[src/rtl/load_align_unit.sv]
// Load path: issues a word-aligned read with byte enables, then extracts and
// sign/zero-extends the addressed byte, half or word for writeback.
module load_align_unit #(
  parameter int unsigned TIMEOUT = 255
) (
  input  logic        clk,
  input  logic        rst_n,
  input  logic        ld_req,
  input  logic [31:0] ld_addr,
  input  logic [1:0]  ld_size,
  input  logic        ld_signed,
  output logic        ld_busy,
  output logic        ld_valid,
  output logic [31:0] ld_data,
  output logic        ld_err,
  output logic        mem_req,
  output logic [31:0] mem_addr,
  output logic [3:0]  mem_be,
  input  logic        mem_gnt,
  input  logic        mem_rvalid,
  input  logic [31:0] mem_rdata
);

  typedef enum logic [1:0] {IDLE, REQ, WAIT, RESP} state_t;

  state_t            state, state_nxt;
  logic [1:0]        off_q, size_q;
  logic              sgn_q;
  logic [31:0]       addr_q;
  logic [7:0]        cnt_q, cnt_nxt;
  logic [31:0]       data_q, data_nxt;
  logic              err_q, err_nxt;
  logic              misalign;
  logic [3:0][7:0]   rbytes;
  logic [7:0]        bsel;
  logic [15:0]       hsel;
  logic [31:0]       ext;

  assign rbytes = mem_rdata;
  assign bsel   = rbytes[off_q];
  assign hsel   = off_q[1] ? mem_rdata[31:16] : mem_rdata[15:0];

  always_comb begin
    case (size_q)
      2'b00:   ext = {{24{sgn_q & bsel[7]}}, bsel};
      2'b01:   ext = {{16{sgn_q & hsel[15]}}, hsel};
      default: ext = mem_rdata;
    endcase
  end

  // Reserved size is folded into the misaligned path so it never touches memory.
  assign misalign = (ld_size == 2'b11) ||
                    (ld_size == 2'b01 && ld_addr[0]) ||
                    (ld_size == 2'b10 && ld_addr[1:0] != 2'b00);

  always_comb begin
    state_nxt = state;
    cnt_nxt   = cnt_q;
    data_nxt  = data_q;
    err_nxt   = err_q;
    case (state)
      IDLE: if (ld_req) begin
        if (misalign) begin
          state_nxt = RESP;
          data_nxt  = '0;
          err_nxt   = 1'b1;
        end else begin
          state_nxt = REQ;
        end
      end
      REQ: if (mem_gnt) begin
        state_nxt = WAIT;
        cnt_nxt   = '0;
      end
      WAIT: begin
        if (mem_rvalid) begin
          state_nxt = RESP;
          data_nxt  = ext;
          err_nxt   = 1'b0;
        end else if (cnt_q == 8'(TIMEOUT - 1)) begin
          state_nxt = RESP;
          data_nxt  = '0;
          err_nxt   = 1'b1;
        end else begin
          cnt_nxt = cnt_q + 8'd1;
        end
      end
      RESP: state_nxt = IDLE;
      default: state_nxt = IDLE;
    endcase
  end

  always_ff @(posedge clk or negedge rst_n) begin
    if (!rst_n) begin
      state  <= IDLE;
      off_q  <= '0;
      size_q <= '0;
      sgn_q  <= 1'b0;
      addr_q <= '0;
      cnt_q  <= '0;
      data_q <= '0;
      err_q  <= 1'b0;
    end else begin
      state  <= state_nxt;
      cnt_q  <= cnt_nxt;
      data_q <= data_nxt;
      err_q  <= err_nxt;
      if (state == IDLE && ld_req) begin
        off_q  <= ld_addr[1:0];
        size_q <= ld_size;
        sgn_q  <= ld_signed;
        addr_q <= {ld_addr[31:2], 2'b00};
      end
    end
  end

  always_comb begin
    mem_be = 4'b0000;
    if (state == REQ) begin
      case (size_q)
        2'b00:   mem_be = 4'b0001 << off_q;
        2'b01:   mem_be = 4'b0011 << off_q;
        default: mem_be = 4'b1111;
      endcase
    end
  end

  assign ld_busy  = (state != IDLE);
  assign ld_valid = (state == RESP);
  assign mem_req  = (state == REQ);
  assign mem_addr = addr_q;
  assign ld_data  = data_q;
  assign ld_err   = err_q;

endmodule

[config.mk]
export PLATFORM = sky130hd
export DESIGN_NAME = load_align_unit
export DESIGN_NICKNAME = d
export VERILOG_FILES = /design/src/rtl/load_align_unit.sv
export SDC_FILE = /design/constraint.sdc
export NUM_CORES = 1
export LEC_CHECK = 0
export BUFFER_PORTS_ARGS = -buffer_cell sky130_fd_sc_hd__buf_4
export CAP_MARGIN = 20
export CORE_MARGIN = 5
export CORE_UTILIZATION = 35
export CTS_CLUSTER_SIZE = 20
export DETAILED_ROUTE_END_ITERATION = 12
export GPL_TIMING_DRIVEN = 0
export PLACE_DENSITY = 0.66
export SYNTH_ARGS = -nofsm -noshare
export SYNTH_HDL_FRONTEND = slang
export SYNTH_SLANG_ARGS = --single-unit
[constraint.sdc]
create_clock -name clk -period 2.3 [get_ports clk]
set_input_delay 0.115 -clock clk [delete_from_list [all_inputs] [get_ports clk]]
set_output_delay 0.115 -clock clk [all_outputs]
set_load 0.005 [all_outputs]
# After elaboration in Yosys (flattened, before gate mapping)
# Index checks and enable logic that the tools add are counted.
# W data, S select, Z words.
word_totals:
  elab_cells: 68
  input_bits: 72
  output_inout_bits: 72
  register_bits: 78
classes:
  n_shift: 2
  add_sub_neg: 1
  n_eq_ne: 14
  n_mux: 26
  reduce_logical: 14
  magnitude_cmp: 1
  n_bitwise: 2
ops:
  columns: ["cell", "n"]
  rows:
  - ["$mux W32", 4]
  - ["$pmux W32 S2", 2]
  - ["$mux W8", 4]
  - ["$bmux W8 S2", 1]
  - ["$mux W16", 1]
  - ["$pmux W8 S2", 1]
  - ["$mux W2", 5]
  - ["$add A8 B1 Y8 const B", 1]
  - ["$eq A2 B2 Y1 const B", 4]
  - ["$eq A8 B8 Y1 const B", 1]
  - ["$ne A2 B2 Y1 const B", 4]
  - ["$pmux W2 S4", 1]
  - ["$pmux W4 S2", 1]
  - ["$reduce_and A4 Y1", 2]
  - ["$reduce_bool A2 Y1", 4]
  - ["$eq A2 B1 Y1 const B", 3]
  - ["$logic_not A2 Y1", 2]
  - ["$mux W1", 4]
  - ["$mux W4", 1]
  - ["$shl A1 B2 Y4 const A", 1]
  - ["$shl A2 B2 Y4 const A", 1]
  - ["$logic_and A1 B1 Y1", 3]
  - ["$lt A2 B3 Y1 const B", 1]
  - ["$ne A3 B3 Y1 const B", 1]
  - ["5 further kinds", 7]

# Logic depth before layout (Yosys ltp)
depth:
  ltp_word: 7
  ltp_mapped: 7

# Worst setup path before layout
# Ideal clock, no wire load.
synth_path:
  path_kind: "flip-flop to flip-flop"
  startpoint: "reg state[1]"
  endpoint: "reg cnt_q[7]"
  slack_ns: 0.589
  setup_time_ns: 0.079
  arrival_ns: 1.632
  stages_incl_launch_ff: 7
  n_path_buf: 0
  t_required_ns: 2.221
  path_cell_list: "dfrtp_1 > inv_1 > ha_1 > nand2b_2 > nand2_1 > a2111oi_0 > mux2i_1"
synth_via:
  elab_chain_cells: 3
synth_rtl:
  columns: ["item", "line", "text"]
  rows:
  - ["start: declaration", "26", "state_t state, state_nxt;"]
  - ["start signal: assignment", "104", "state <= state_nxt;"]
  - ["$eq A2 B1 Y1 (*)", null, null]
  - ["via mem_req", "16", "output logic mem_req,"]
  - ["$ne A2 B1 Y1 (no source line) or $reduce_bool A2 Y1 (tied branches)", null, null]
  - ["$reduce_and A4 Y1 (no source line)", null, null]
  - ["end signal: assignment", "105", "cnt_q <= cnt_nxt;"]
  - ["end: declaration", "30", "logic [7:0] cnt_q, cnt_nxt;"]
# The timed path passes the listed nets; every way through them passes the cells marked *.
# A chain may end at the register's enable or synchronous reset.

# Final worst setup path
layout_path:
  startpoint: "reg size_q[0]"
  endpoint: "out mem_be[3]"
layout_via:
  elab_chain_cells: 3
layout_rtl:
  columns: ["item", "line", "text"]
  rows:
  - ["start: declaration", "27", "logic [1:0] off_q, size_q;"]
  - ["start signal: assignment", "110", "size_q <= ld_size;"]
  - ["$eq A2 B1 Y1 or $logic_not A2 Y1 (tied branches)", "120", "case (size_q)"]
  - ["$pmux W4 S2 (*)", "120", null]
  - ["$mux W4 (*)", "119", "if (state == REQ) begin"]
  - ["end: declaration", "18", "output logic [3:0] mem_be,"]
# Every way passes the cells marked *; elsewhere a longest branch is shown, timed or not.

==> metrics.md <==
| Metric | Value |
|---|---|
| Final critical delay including setup and external delays | 1978 ps |
| Cell type contributing the most total cell area after synthesis | sky130_fd_sc_hd__dfrtp_1 |
| Number of clock sinks | 78 |
| DRC Markers | 0 |
| Count of TritonRoute iterations in the first routing pass | 4 |
| Number of vias per cell after detailed routing | 5.273 |
| Syn. warnings | 0 |
| Bufs and invs on worst path | 3 |
| Most common library cell in the layout ignoring fill and taps | sky130_fd_sc_hd__buf_4 |
| Max FO, Critical Path | 10 |
| Class of the tightest hold or removal check | input pin to flop |
| Kind of critical path | flop to primary output |
| Final total negative setup slack | 0 ps |
| Chain of cells forming the critical path | clkbuf_1, buf_2, o21ai_0, a21boi_0, buf_4 |
| Synth Instances | 358 |
| Clock Root Buffer | sky130_fd_sc_hd__clkbuf_16 |
| Fraction of the yosys area taken by sequential cells | 0.4866 |
| Vias in the first global route | 3562 |
| Die height | 117.1 um |
| Worst skew pair latency | 330 ps |
| Top Family by Delay on Critical Path | buffers and inverters |
| Startpoint types | flop |
| EDFF count, synth | 0 |
| First-pass GRT wire length | 18.21 mm |
| Sequential cell area in the final layout | 1952 um2 |
| Starting Density | 0.3543 |
| Antenna violations before repair | 0 |
| Buffer count from post-CTS setup fixing | 0 |
| Number of buffers inserted during clock tree synthesis | 9 |
| Post-route worst setup slack | 321.7 ps |
| Antenna diodes | 0 |
| Total via count in the routed design | 3496 |
| Total number of H-tree levels | 3 |
| Multi-input combinational cell area | 1907 um2 |
| Clock tree from TritonCTS | done |
| Final-layout fill cell count | 1060 |
| Cell area after technology mapping | 4011 um2 |
| Highest clock rate | 0.5055 GHz |
| Dpl ws | 322.0 ps |
| Status | finished, final reports clean |
| Post-DP HPWL | 8.986 mm |
| Unrepaired setup endpoints after global routing | false |
| Maximum vdd ir drop | 662.0 uV |
| WL per Instance | 17.55 um |
| Post-synthesis register bit count | 78 |
| Fraction of final layout cells sized beyond drive strength 1 | 0.4212 |
| Top-area cell type share of the netlist area | 0.4866 |
| Number of port buffers | 141 |
| Largest stage delay, worst path | 490 ps |
| Gr ovfl total | 0 |
| Area enclosed by the die boundary | 13700 um2 |
| Antenna violation net count after detailed routing | 0 |
| Average footprint of a synthesized cell | 11.20 um2 |
| Total power draw | 0.007016 W |
| Cells taking the most area after synthesis | sky130_fd_sc_hd__dfrtp_1 49%, sky130_fd_sc_hd__mux2_2 9.8%, sky130_fd_sc_hd__mux2i_1 6.0%, sky130_fd_sc_hd__o2bb2ai_1 5.5%, sky130_fd_sc_hd__nand3_1 2.6% |
| Most frequent cells in the layout | 143 x sky130_fd_sc_hd__buf_4, 78 x sky130_fd_sc_hd__dfrtp_1, 35 x sky130_fd_sc_hd__mux2_2, 25 x sky130_fd_sc_hd__o2bb2ai_1, 24 x sky130_fd_sc_hd__mux2i_1 |
| Crit path arrival time | 1860 ps |
| Setup violations, final | 0 |
| Endpoint kind of the worst setup timing path | primary output |
| P_leak | 2.667 nW |
| Part of the cycle the worst path needs | 0.8601 |
| Clock Skews | 8.476 ps |
| Layout overhead on the synthesized area | 39.27% |
| Final GP Congestion | 0.8891 |
| X dimension of the die | 117.1 um |
| Reported max-cap violation count | 0 |
| Flip-flop cell with the highest count after synthesis | sky130_fd_sc_hd__dfrtp_1 |
| Required @ worst endpoint | 2180 ps |
| Area inside the core boundary | 11320 um2 |
| # rows | 39 |
| Fin. max-slew vios | 0 |
| Final Routed Wirelength | 11.64 mm |
| Power Dens Cells | 1256 nW/um2 |
| Critical-path cell with the highest stage delay | sky130_fd_sc_hd__dfrtp_1 |
| Pin count of the biggest net entering global routing | 79 |
| Rel. slew slack | 0.6201 |
| Maximum count of clock buffers along a single path | 2 |
| # nets final | 594 |
| Number of placed I/O pins | 144 |
| Final Hold Violating Endpoints | 0 |
| Starting DRC count in detailed routing | 139 |
| Global routing usage summed across all routing layers | 0.1705 |
| Asr flop ratio synth | 1.000 |
| Worst Tran Pin Value | 555.5 ps |
| Clock transition time at the flip-flop clock pins of the worst setup and hold paths | 60 ps |
| Core Util, Final | 0.4935 |
| Unique cell type count in the Yosys netlist | 56 |
==> registers in the layout, indices dropped and copies added, names as in the netlist <==
name      flops
mem_addr     30
state         2
off_q         2
ld_err        1
size_q        2
ld_data      32
sgn_q         1
cnt_q         8
==> per-stage QoR <==
stage	hold WS [ps]	area (um2)	std cells
after CTS	1.597	5539	660
after global placement	336.5	5253	643
after detailed placement	345.4	5253	643
final	13.56	5587	663
after global routing	2.231	5587	663
after floorplan	-180.6	4015	359
==> kinds of logic (layout without fill, tap and decap cells) <==
group           count (synthesis)  in the layout  synth area share
fa+ha+maj                       7              7           0.02183
simple gates                   96             96            0.1285
buf+inv                        33            194           0.03899
mux                            60             60            0.1619
compound gates                 83             83            0.1613
flops                          78             78            0.4866
other cells                     1              2         0.0009348
==> routing by layer <==
layer  wire length [um]  up-vias  share of wire  global-route usage
met4                258        0          0.022             0.05734
li1                   -     1633              -                   -
met2               5614      137           0.48              0.2765
met5                  0        -              0                   0
met1               4566     1705           0.39              0.2125
met3               1196       21           0.10             0.06015
==> path summary, 6_finish.rpt <==
check | startpoint | endpoint | slack (ps) | depth (start not counted)
setup / recovery | size_q[0]$_DFFE_PN0P_ | mem_be[3] | 320 | 5
hold / removal | ld_addr[8] | mem_addr[8]$_DFFE_PN0P_ | 10 | 2
setup reg to reg | state[1]$_DFFE_PN0P_ | cnt_q[7]$_DFFE_PN0P_ | 330 | 6
hold reg to reg | ld_data[21]$_DFFE_PN0P_ | ld_data[21]$_DFFE_PN0P_ | 500 | 1
max in group asynchronous | rst_n | mem_addr[11]$_DFFE_PN0P_ | 1540 | 3
min in group asynchronous | rst_n | ld_data[24]$_DFFE_PN0P_ | 180 | 2
==> cells in the mapped netlist, types with 2 or more instances <==
| cell type | instances |
|---|---|
| sky130_fd_sc_hd__dfrtp_1 | 78 |
| sky130_fd_sc_hd__mux2_2 | 35 |
| sky130_fd_sc_hd__o2bb2ai_1 | 25 |
| sky130_fd_sc_hd__mux2i_1 | 24 |
| sky130_fd_sc_hd__nand3_1 | 21 |
| sky130_fd_sc_hd__nor2_1 | 21 |
| sky130_fd_sc_hd__buf_2 | 14 |
| sky130_fd_sc_hd__nand2_1 | 14 |
| sky130_fd_sc_hd__o21ai_0 | 11 |
| sky130_fd_sc_hd__and3_1 | 9 |
| sky130_fd_sc_hd__a211oi_1 | 8 |
| sky130_fd_sc_hd__a22o_1 | 8 |
| sky130_fd_sc_hd__nand2b_1 | 8 |
| sky130_fd_sc_hd__a21oi_1 | 7 |
| sky130_fd_sc_hd__clkbuf_1 | 7 |
| sky130_fd_sc_hd__ha_1 | 7 |
| sky130_fd_sc_hd__inv_1 | 7 |
| sky130_fd_sc_hd__o22ai_1 | 7 |
| sky130_fd_sc_hd__nand4_1 | 3 |
| sky130_fd_sc_hd__nor3_1 | 3 |
| sky130_fd_sc_hd__o21a_1 | 3 |
| sky130_fd_sc_hd__buf_4 | 2 |
| sky130_fd_sc_hd__or3_1 | 2 |
| sky130_fd_sc_hd__or3b_1 | 2 |
==> report_power, final <==
group | switching [W] | internal, W | leakage (nW)
registers | 0.000342 | 0.00190 | 0.985
logic | 0.00168 | 0.00177 | 1.55
clock network | 0.000567 | 0.000754 | 0.130
total | 0.00259 | 0.00442 | 2.67
==> final cells by class <==
type	instances	share of cell area
plain buffers	25	0.02262
clock buffers	10	0.04278
clock inverters	6	0.006719
inverters	8	0.005375
multi-input cells	248	0.3413
flip-flops and latches	78	0.3494
well taps	143	0.03203
repair buffers	145	0.1998
==> timing repair <==
item,in CTS,in global routing
endpoints found under the hold margin,38,2
hold buffers,1,2
gates resized for setup,0,0
No activity file was read; power rests on OpenSTA's default activity.
